`src/rtl/apb_requester_if.sv`:
```
// Command, response and APB bus bundle for the APB requester.
// master = requester side, slave = the command source / APB completer side.
interface apb_requester_if #(
    parameter int ADDR_W = 32,
    parameter int DATA_W = 32
);
    logic              cmd_valid;
    logic              cmd_ready;
    logic [ADDR_W-1:0] cmd_addr;
    logic [DATA_W-1:0] cmd_wdata;
    logic              cmd_write;

    logic              rsp_valid;
    logic              rsp_ready;
    logic [DATA_W-1:0] rsp_rdata;
    logic              rsp_slverr;
    logic              rsp_timeout;

    logic [ADDR_W-1:0] paddr;
    logic [DATA_W-1:0] pwdata;
    logic              pwrite;
    logic              psel;
    logic              penable;
    logic [DATA_W-1:0] prdata;
    logic              pready;
    logic              pslverr;

    modport master (
        input  cmd_valid, cmd_addr, cmd_wdata, cmd_write,
        output cmd_ready,
        output rsp_valid, rsp_rdata, rsp_slverr, rsp_timeout,
        input  rsp_ready,
        output paddr, pwdata, pwrite, psel, penable,
        input  prdata, pready, pslverr
    );

    modport slave (
        output cmd_valid, cmd_addr, cmd_wdata, cmd_write,
        input  cmd_ready,
        input  rsp_valid, rsp_rdata, rsp_slverr, rsp_timeout,
        output rsp_ready,
        input  paddr, pwdata, pwrite, psel, penable,
        output prdata, pready, pslverr
    );
endinterface

```
`src/rtl/apb_requester.sv`:
```
// APB initiator: one SETUP/ACCESS transfer per accepted command, response
// returned on a valid/ready port, watchdog ends transfers that never see pready.
module apb_requester #(
    parameter int ADDR_W  = 32,
    parameter int DATA_W  = 32,
    parameter int TIMEOUT = 16
) (
    input logic            clk_i,
    input logic            rst_ni,
    apb_requester_if.master bus
);
    localparam int CNT_W     = (TIMEOUT > 0) ? $clog2(TIMEOUT + 1) : 1;
    localparam int TO_LAST_I = (TIMEOUT > 0) ? TIMEOUT - 1 : 0;
    localparam logic [CNT_W-1:0] TO_LAST = TO_LAST_I[CNT_W-1:0];
    localparam logic [CNT_W-1:0] CNT_MAX = '1;

    typedef enum logic [1:0] {IDLE, SETUP, ACCESS, RESP} state_e;

    state_e            state_q, state_d;
    logic [CNT_W-1:0]  cnt_q, cnt_d;
    logic              cmd_ready_q, cmd_ready_d;
    logic [ADDR_W-1:0] paddr_q, paddr_d;
    logic [DATA_W-1:0] pwdata_q, pwdata_d;
    logic              pwrite_q, pwrite_d;
    logic              psel_q, psel_d;
    logic              penable_q, penable_d;
    logic              rsp_valid_q, rsp_valid_d;
    logic [DATA_W-1:0] rsp_rdata_q, rsp_rdata_d;
    logic              rsp_slverr_q, rsp_slverr_d;
    logic              rsp_timeout_q, rsp_timeout_d;
    logic              finish;

    always_comb begin
        state_d       = state_q;
        cnt_d         = cnt_q;
        cmd_ready_d   = cmd_ready_q;
        paddr_d       = paddr_q;
        pwdata_d      = pwdata_q;
        pwrite_d      = pwrite_q;
        psel_d        = psel_q;
        penable_d     = penable_q;
        rsp_valid_d   = rsp_valid_q;
        rsp_rdata_d   = rsp_rdata_q;
        rsp_slverr_d  = rsp_slverr_q;
        rsp_timeout_d = rsp_timeout_q;
        finish        = 1'b0;

        case (state_q)
            IDLE: begin
                cmd_ready_d = 1'b1;
                if (bus.cmd_valid && cmd_ready_q) begin
                    paddr_d = bus.cmd_addr;
                    // pwdata keeps its previous value across reads
                    if (bus.cmd_write) pwdata_d = bus.cmd_wdata;
                    pwrite_d    = bus.cmd_write;
                    psel_d      = 1'b1;
                    penable_d   = 1'b0;
                    cmd_ready_d = 1'b0;
                    state_d     = SETUP;
                end
            end
            SETUP: begin
                penable_d = 1'b1;
                cnt_d     = '0;
                state_d   = ACCESS;
            end
            ACCESS: begin
                if (bus.pready) begin
                    rsp_rdata_d   = pwrite_q ? '0 : bus.prdata;
                    rsp_slverr_d  = bus.pslverr;
                    rsp_timeout_d = 1'b0;
                    finish        = 1'b1;
                end else begin
                    if (TIMEOUT != 0 && cnt_q == TO_LAST) begin
                        rsp_rdata_d   = '0;
                        rsp_slverr_d  = 1'b1;
                        rsp_timeout_d = 1'b1;
                        finish        = 1'b1;
                    end
                    if (cnt_q != CNT_MAX) cnt_d = cnt_q + 1'b1;
                end
                if (finish) begin
                    psel_d      = 1'b0;
                    penable_d   = 1'b0;
                    rsp_valid_d = 1'b1;
                    state_d     = RESP;
                end
            end
            RESP: begin
                if (bus.rsp_ready) begin
                    rsp_valid_d = 1'b0;
                    state_d     = IDLE;
                end
            end
            default: state_d = IDLE;
        endcase
    end

    always_ff @(posedge clk_i) begin
        if (!rst_ni) begin
            state_q       <= IDLE;
            cnt_q         <= '0;
            cmd_ready_q   <= 1'b0;
            paddr_q       <= '0;
            pwdata_q      <= '0;
            pwrite_q      <= 1'b0;
            psel_q        <= 1'b0;
            penable_q     <= 1'b0;
            rsp_valid_q   <= 1'b0;
            rsp_rdata_q   <= '0;
            rsp_slverr_q  <= 1'b0;
            rsp_timeout_q <= 1'b0;
        end else begin
            state_q       <= state_d;
            cnt_q         <= cnt_d;
            cmd_ready_q   <= cmd_ready_d;
            paddr_q       <= paddr_d;
            pwdata_q      <= pwdata_d;
            pwrite_q      <= pwrite_d;
            psel_q        <= psel_d;
            penable_q     <= penable_d;
            rsp_valid_q   <= rsp_valid_d;
            rsp_rdata_q   <= rsp_rdata_d;
            rsp_slverr_q  <= rsp_slverr_d;
            rsp_timeout_q <= rsp_timeout_d;
        end
    end

    assign bus.cmd_ready   = cmd_ready_q;
    assign bus.paddr       = paddr_q;
    assign bus.pwdata      = pwdata_q;
    assign bus.pwrite      = pwrite_q;
    assign bus.psel        = psel_q;
    assign bus.penable     = penable_q;
    assign bus.rsp_valid   = rsp_valid_q;
    assign bus.rsp_rdata   = rsp_rdata_q;
    assign bus.rsp_slverr  = rsp_slverr_q;
    assign bus.rsp_timeout = rsp_timeout_q;
endmodule

```
`src/flat_wrapper.sv`:
```
// flat-port wrapper written by rule: the top's interface ports become plain ports
module apb_requester_flat 
#(
    parameter int ADDR_W  = 32,
    parameter int DATA_W  = 32,
    parameter int TIMEOUT = 16
)
  (clk_i, rst_ni, bus_cmd_valid, bus_cmd_addr, bus_cmd_wdata, bus_cmd_write, bus_cmd_ready, bus_rsp_valid, bus_rsp_rdata, bus_rsp_slverr, bus_rsp_timeout, bus_rsp_ready, bus_paddr, bus_pwdata, bus_pwrite, bus_psel, bus_penable, bus_prdata, bus_pready, bus_pslverr);
  apb_requester_if #(.ADDR_W(ADDR_W), .DATA_W(DATA_W)) bus_i ();
  input logic clk_i;
  input logic rst_ni;
  input wire logic [$bits(bus_i.cmd_valid)-1:0] bus_cmd_valid;
  input wire logic [$bits(bus_i.cmd_addr)-1:0] bus_cmd_addr;
  input wire logic [$bits(bus_i.cmd_wdata)-1:0] bus_cmd_wdata;
  input wire logic [$bits(bus_i.cmd_write)-1:0] bus_cmd_write;
  output wire logic [$bits(bus_i.cmd_ready)-1:0] bus_cmd_ready;
  output wire logic [$bits(bus_i.rsp_valid)-1:0] bus_rsp_valid;
  output wire logic [$bits(bus_i.rsp_rdata)-1:0] bus_rsp_rdata;
  output wire logic [$bits(bus_i.rsp_slverr)-1:0] bus_rsp_slverr;
  output wire logic [$bits(bus_i.rsp_timeout)-1:0] bus_rsp_timeout;
  input wire logic [$bits(bus_i.rsp_ready)-1:0] bus_rsp_ready;
  output wire logic [$bits(bus_i.paddr)-1:0] bus_paddr;
  output wire logic [$bits(bus_i.pwdata)-1:0] bus_pwdata;
  output wire logic [$bits(bus_i.pwrite)-1:0] bus_pwrite;
  output wire logic [$bits(bus_i.psel)-1:0] bus_psel;
  output wire logic [$bits(bus_i.penable)-1:0] bus_penable;
  input wire logic [$bits(bus_i.prdata)-1:0] bus_prdata;
  input wire logic [$bits(bus_i.pready)-1:0] bus_pready;
  input wire logic [$bits(bus_i.pslverr)-1:0] bus_pslverr;
  assign bus_i.cmd_valid = bus_cmd_valid;
  assign bus_i.cmd_addr = bus_cmd_addr;
  assign bus_i.cmd_wdata = bus_cmd_wdata;
  assign bus_i.cmd_write = bus_cmd_write;
  assign bus_cmd_ready = bus_i.cmd_ready;
  assign bus_rsp_valid = bus_i.rsp_valid;
  assign bus_rsp_rdata = bus_i.rsp_rdata;
  assign bus_rsp_slverr = bus_i.rsp_slverr;
  assign bus_rsp_timeout = bus_i.rsp_timeout;
  assign bus_i.rsp_ready = bus_rsp_ready;
  assign bus_paddr = bus_i.paddr;
  assign bus_pwdata = bus_i.pwdata;
  assign bus_pwrite = bus_i.pwrite;
  assign bus_psel = bus_i.psel;
  assign bus_penable = bus_i.penable;
  assign bus_i.prdata = bus_prdata;
  assign bus_i.pready = bus_pready;
  assign bus_i.pslverr = bus_pslverr;
  apb_requester #(.ADDR_W(ADDR_W), .DATA_W(DATA_W), .TIMEOUT(TIMEOUT)) u_core (.clk_i(clk_i), .rst_ni(rst_ni), .bus(bus_i));
endmodule
```
`config.mk`:
```
export PLATFORM = sky130hd
export DESIGN_NAME = apb_requester_flat
export DESIGN_NICKNAME = d
export VERILOG_FILES = /design/src/rtl/apb_requester_if.sv /design/src/rtl/apb_requester.sv /design/src/flat_wrapper.sv
export SDC_FILE = /design/constraint.sdc
export NUM_CORES = 1
export LEC_CHECK = 0
export ABC_AREA = 1
export ABC_CLOCK_PERIOD_IN_PS = 1850
export CELL_PAD_IN_SITES_DETAIL_PLACEMENT = 0
export CELL_PAD_IN_SITES_GLOBAL_PLACEMENT = 1
export CORE_MARGIN = 2
export CORE_UTILIZATION = 43
export DETAILED_ROUTE_END_ITERATION = 8
export DONT_BUFFER_PORTS = 1
export PLACE_DENSITY = 0.75
export SYNTH_ARGS = -nofsm -noshare
export SYNTH_HDL_FRONTEND = slang
export SYNTH_SLANG_ARGS = --single-unit
export TNS_END_PERCENT = 5
```
`constraint.sdc`:
```
create_clock -name clk_i -period 1.85 [get_ports clk_i]
set_input_delay 0.185 -clock clk_i [delete_from_list [all_inputs] [get_ports clk_i]]
set_output_delay 0.185 -clock clk_i [all_outputs]
set_load 0.02 [all_outputs]
```
==> results.yml <==
cells_and_area:
  syn_to_final_growth_pct: 38.5
  num_antenna_cells: 0
  most_frequent_cells_in_the_layout: "dlygate4sd3_1 (124), dfxtp_1 (109), nand2_1 (91)"
  drive_above_1_share_pct: 6.01
  fin_nets: 755
  layout_commonest_cell: "dlygate4sd3_1"
  fin_cells: 778
power:
  vdd.ir_drop.worst_mv: 0.521
  leakage_nw: 2.32
  power_density_nw_per_um2: 1150
drt:
  drtAntennaViolNets: 0
  drc_errors: 0
  drtPass1Iterations: 4
  avgViaCountPerCell: 5.09
  totalWireLength_mm: 11.6
  routed-via-count: 3958
  drtIter0Drc: 156
  drt-wirelength-per-cell_um: 15.0
die:
  design.portCount: 206
  core_area_sq_um: 9330
  die_h_um: 103
  chipWidth_um: 103
  die-area_sq_um: 10500
  start_util_pct: 44.7
  num_rows: 35
setup_path:
  worstPathRequired_ns: 2.12
  path_buf_inv: 3
  cpLargestDelayFamily: "buffers and inverters"
  critPathSlowestCell: "dlygate4sd3_1"
  cp_slowest_stage_delay_ns: 0.58
  worst_ep_arrival_time_ns: 2.01
  end_kind: "register"
  critical_path.cell_chain: "inv_1 > buf_6 > nand3_1 > dlygate4sd3_1 > a21oi_1"
  timing.critical_path.from_type: "register"
  cp_max_fo: 32
  r2r_slack_ns: 0.12
  worst-setup-path-type: "register to register"
clock_network:
  clkTransAtPathRegs_ns: 0.10
  ctsHtreeMaxLevel: 3
  cts_max_path_buffers: 2
  clock_tree.root_cell: "clkbuf_8"
  clkLatencyLatePin_ns: 0.36
  tritoncts: "built"
  numCtsBuffers: 9
  cts_num_sinks: 110
sta:
  finalSetupViolations: 0
  finalWorstPathRequiredPeriod_ns: 1.73
  finalWorstSetupSlack_ns: 0.116
  max_freq_mhz: 577
  timing_worst_slew_pin_value_ns: 0.569
  fin_crit_sh_pct: 93.8
  clock-skew-final_ns: 0.00975
  setup_repair_after_global_routing_missed_its_margin: "yes"
  final-max-slew-violation-count: 0
  report.final.hold_viol_count: 0
  max_slew_margin_vs_limit_pct: 62.0
synthesis:
  synth.ff_latch_count: 110
  yosys.cell_types.count: 23
  syn_nets: 642
  yosys_warnings: 0
  netlist_area_before_placement_sq_um: 4170
  yosysTopAreaCell: "dfxtp_1"
  syn-instance-count: 531
  synth.top_cells.by_area: "dfxtp_1 (53%), a21oi_1 (8.5%), nand2_1 (8.2%), o21ai_0 (7.7%), nor2_1 (7.6%)"
  synth_largest_type_area_fraction_pct: 52.8
  synth.avg_cell_area_sq_um: 7.86
  ys_seq_area_share_pct: 52.8
grt:
  first_global_vias: 3840
  track_usage_pct: 21.3
  grt_pass1_wl_mm: 17.9
  antenna_found_initial: 0
  grt_remaining_overflow: 0
  grt_start_max_net_pins: 73
place:
  dp_worst_setup_slack_ns: 0.102
  placer_congestion_estimate: 0.795
  placed_instances: 632
  port_buffers: 0
  post-dp-hpwl_mm: 6.87
status:
  status: "completed"
flow_run:
  max_cap_viol_count: 0
worst_hold_path:
  min-delay-path-class: "input pin to register"
state kept, by name, summed over array words and instances, names as in the netlist:
register	count
u_core.bus.rsp_slverr	1
u_core.bus.psel	1
u_core.cnt_q	5
u_core.bus.cmd_ready	1
u_core.bus.paddr	32
u_core.bus.pwdata	32
u_core.bus.penable	1
u_core.bus.rsp_rdata	32
u_core.bus.rsp_timeout	1
u_core.bus.rsp_valid	1
u_core.state_q	2
u_core.bus.pwrite	1
power by group:
group	switching, mW	internal [mW]
combinational	0.889	0.674
clock	0.795	0.880
sequential	0.680	2.74
routing by layer:
| metal | global-route usage (%) | vias to the layer above | wire length, um |
|---|---|---|---|
| met2 | 37.5 | 158 | 5870 |
| met3 | 6.24 | 16 | 949 |
| met4 | 8.31 | 0 | 164 |
| met1 | 24.2 | 1815 | 4660 |
| met5 | 0 | - | 0 |
| li1 | - | 1969 | - |
area by class of cell:
class	count	area, sq um
multi-input cells	367	1710
clock inverters	4	77.6
repair buffers	139	1400
inverters	17	63.8
fillers	818	3540
flip-flops and latches	110	2200
well taps	129	161
clock buffers	12	165
path summary, 6_finish.rpt:
check               startpoint                       to  cells past startpoint
max reg2reg  u_core.bus.pwrite  u_core.bus.rsp_rdata[3]                      5
max          u_core.bus.pwrite  u_core.bus.rsp_rdata[3]                      5
min reg2reg    u_core.cnt_q[2]          u_core.cnt_q[2]                      2
min                     rst_ni     u_core.bus.rsp_valid                      2
cells by family after synthesis:
logic type,count (synthesis),share of synthesized area (%)
DFF,110,52.8
adders and majority gates,8,2.40
and+or+nand+nor,218,21.3
buffers and inverters,54,6.47
AOI/OAI and AO/OA,141,17.1
metrics by stage:
step           power [mW]  hold slack, ns  setup TNS (ns)  utilization [%]  instance area, sq um
3_5_place_dp         4.73           0.320               0             45.3                  4220
3_3_place_gp         4.67           0.315               0             45.3                  4220
2_1_floorplan        4.45           0.320               0                -                  4170
4_1_cts              6.66          0.0267               0             61.5                  5730
6_report             6.66          0.0354               0             62.0                  5780
5_1_grt              7.07          0.0331         -0.0161             62.0                  5780
cell usage after synthesis:
library cell,n
o21ai_1,3
a21oi_1,71
inv_2,3
nand3_1,36
ha_1,8
a21boi_0,1
clkbuf_1,16
nor2_4,1
buf_4,3
nand3_2,1
buf_1,3
buf_6,6
o22ai_1,1
or2_1,1
nor2_1,85
buf_2,9
nand2_2,1
inv_1,14
nand4_1,2
o21ai_0,64
o211a_1,1
dfxtp_1,110
nand2_1,91
worst register-to-register path: stages, from the launching register on:
cell	delay, ns
dfxtp_1	0.40
inv_1	0.12
buf_6	0.25
nand3_1	0.11
dlygate4sd3_1	0.58
a21oi_1	0.20
repair_timing:
item                                    CTS  global route
resized for setup                         0             4
endpoints found under the hold margin   104             0
hold buffers                            125             0
endpoints found under the setup margin    0            32
setup buffers                             0             5
Note: power is estimated with default switching activity, not from simulation.
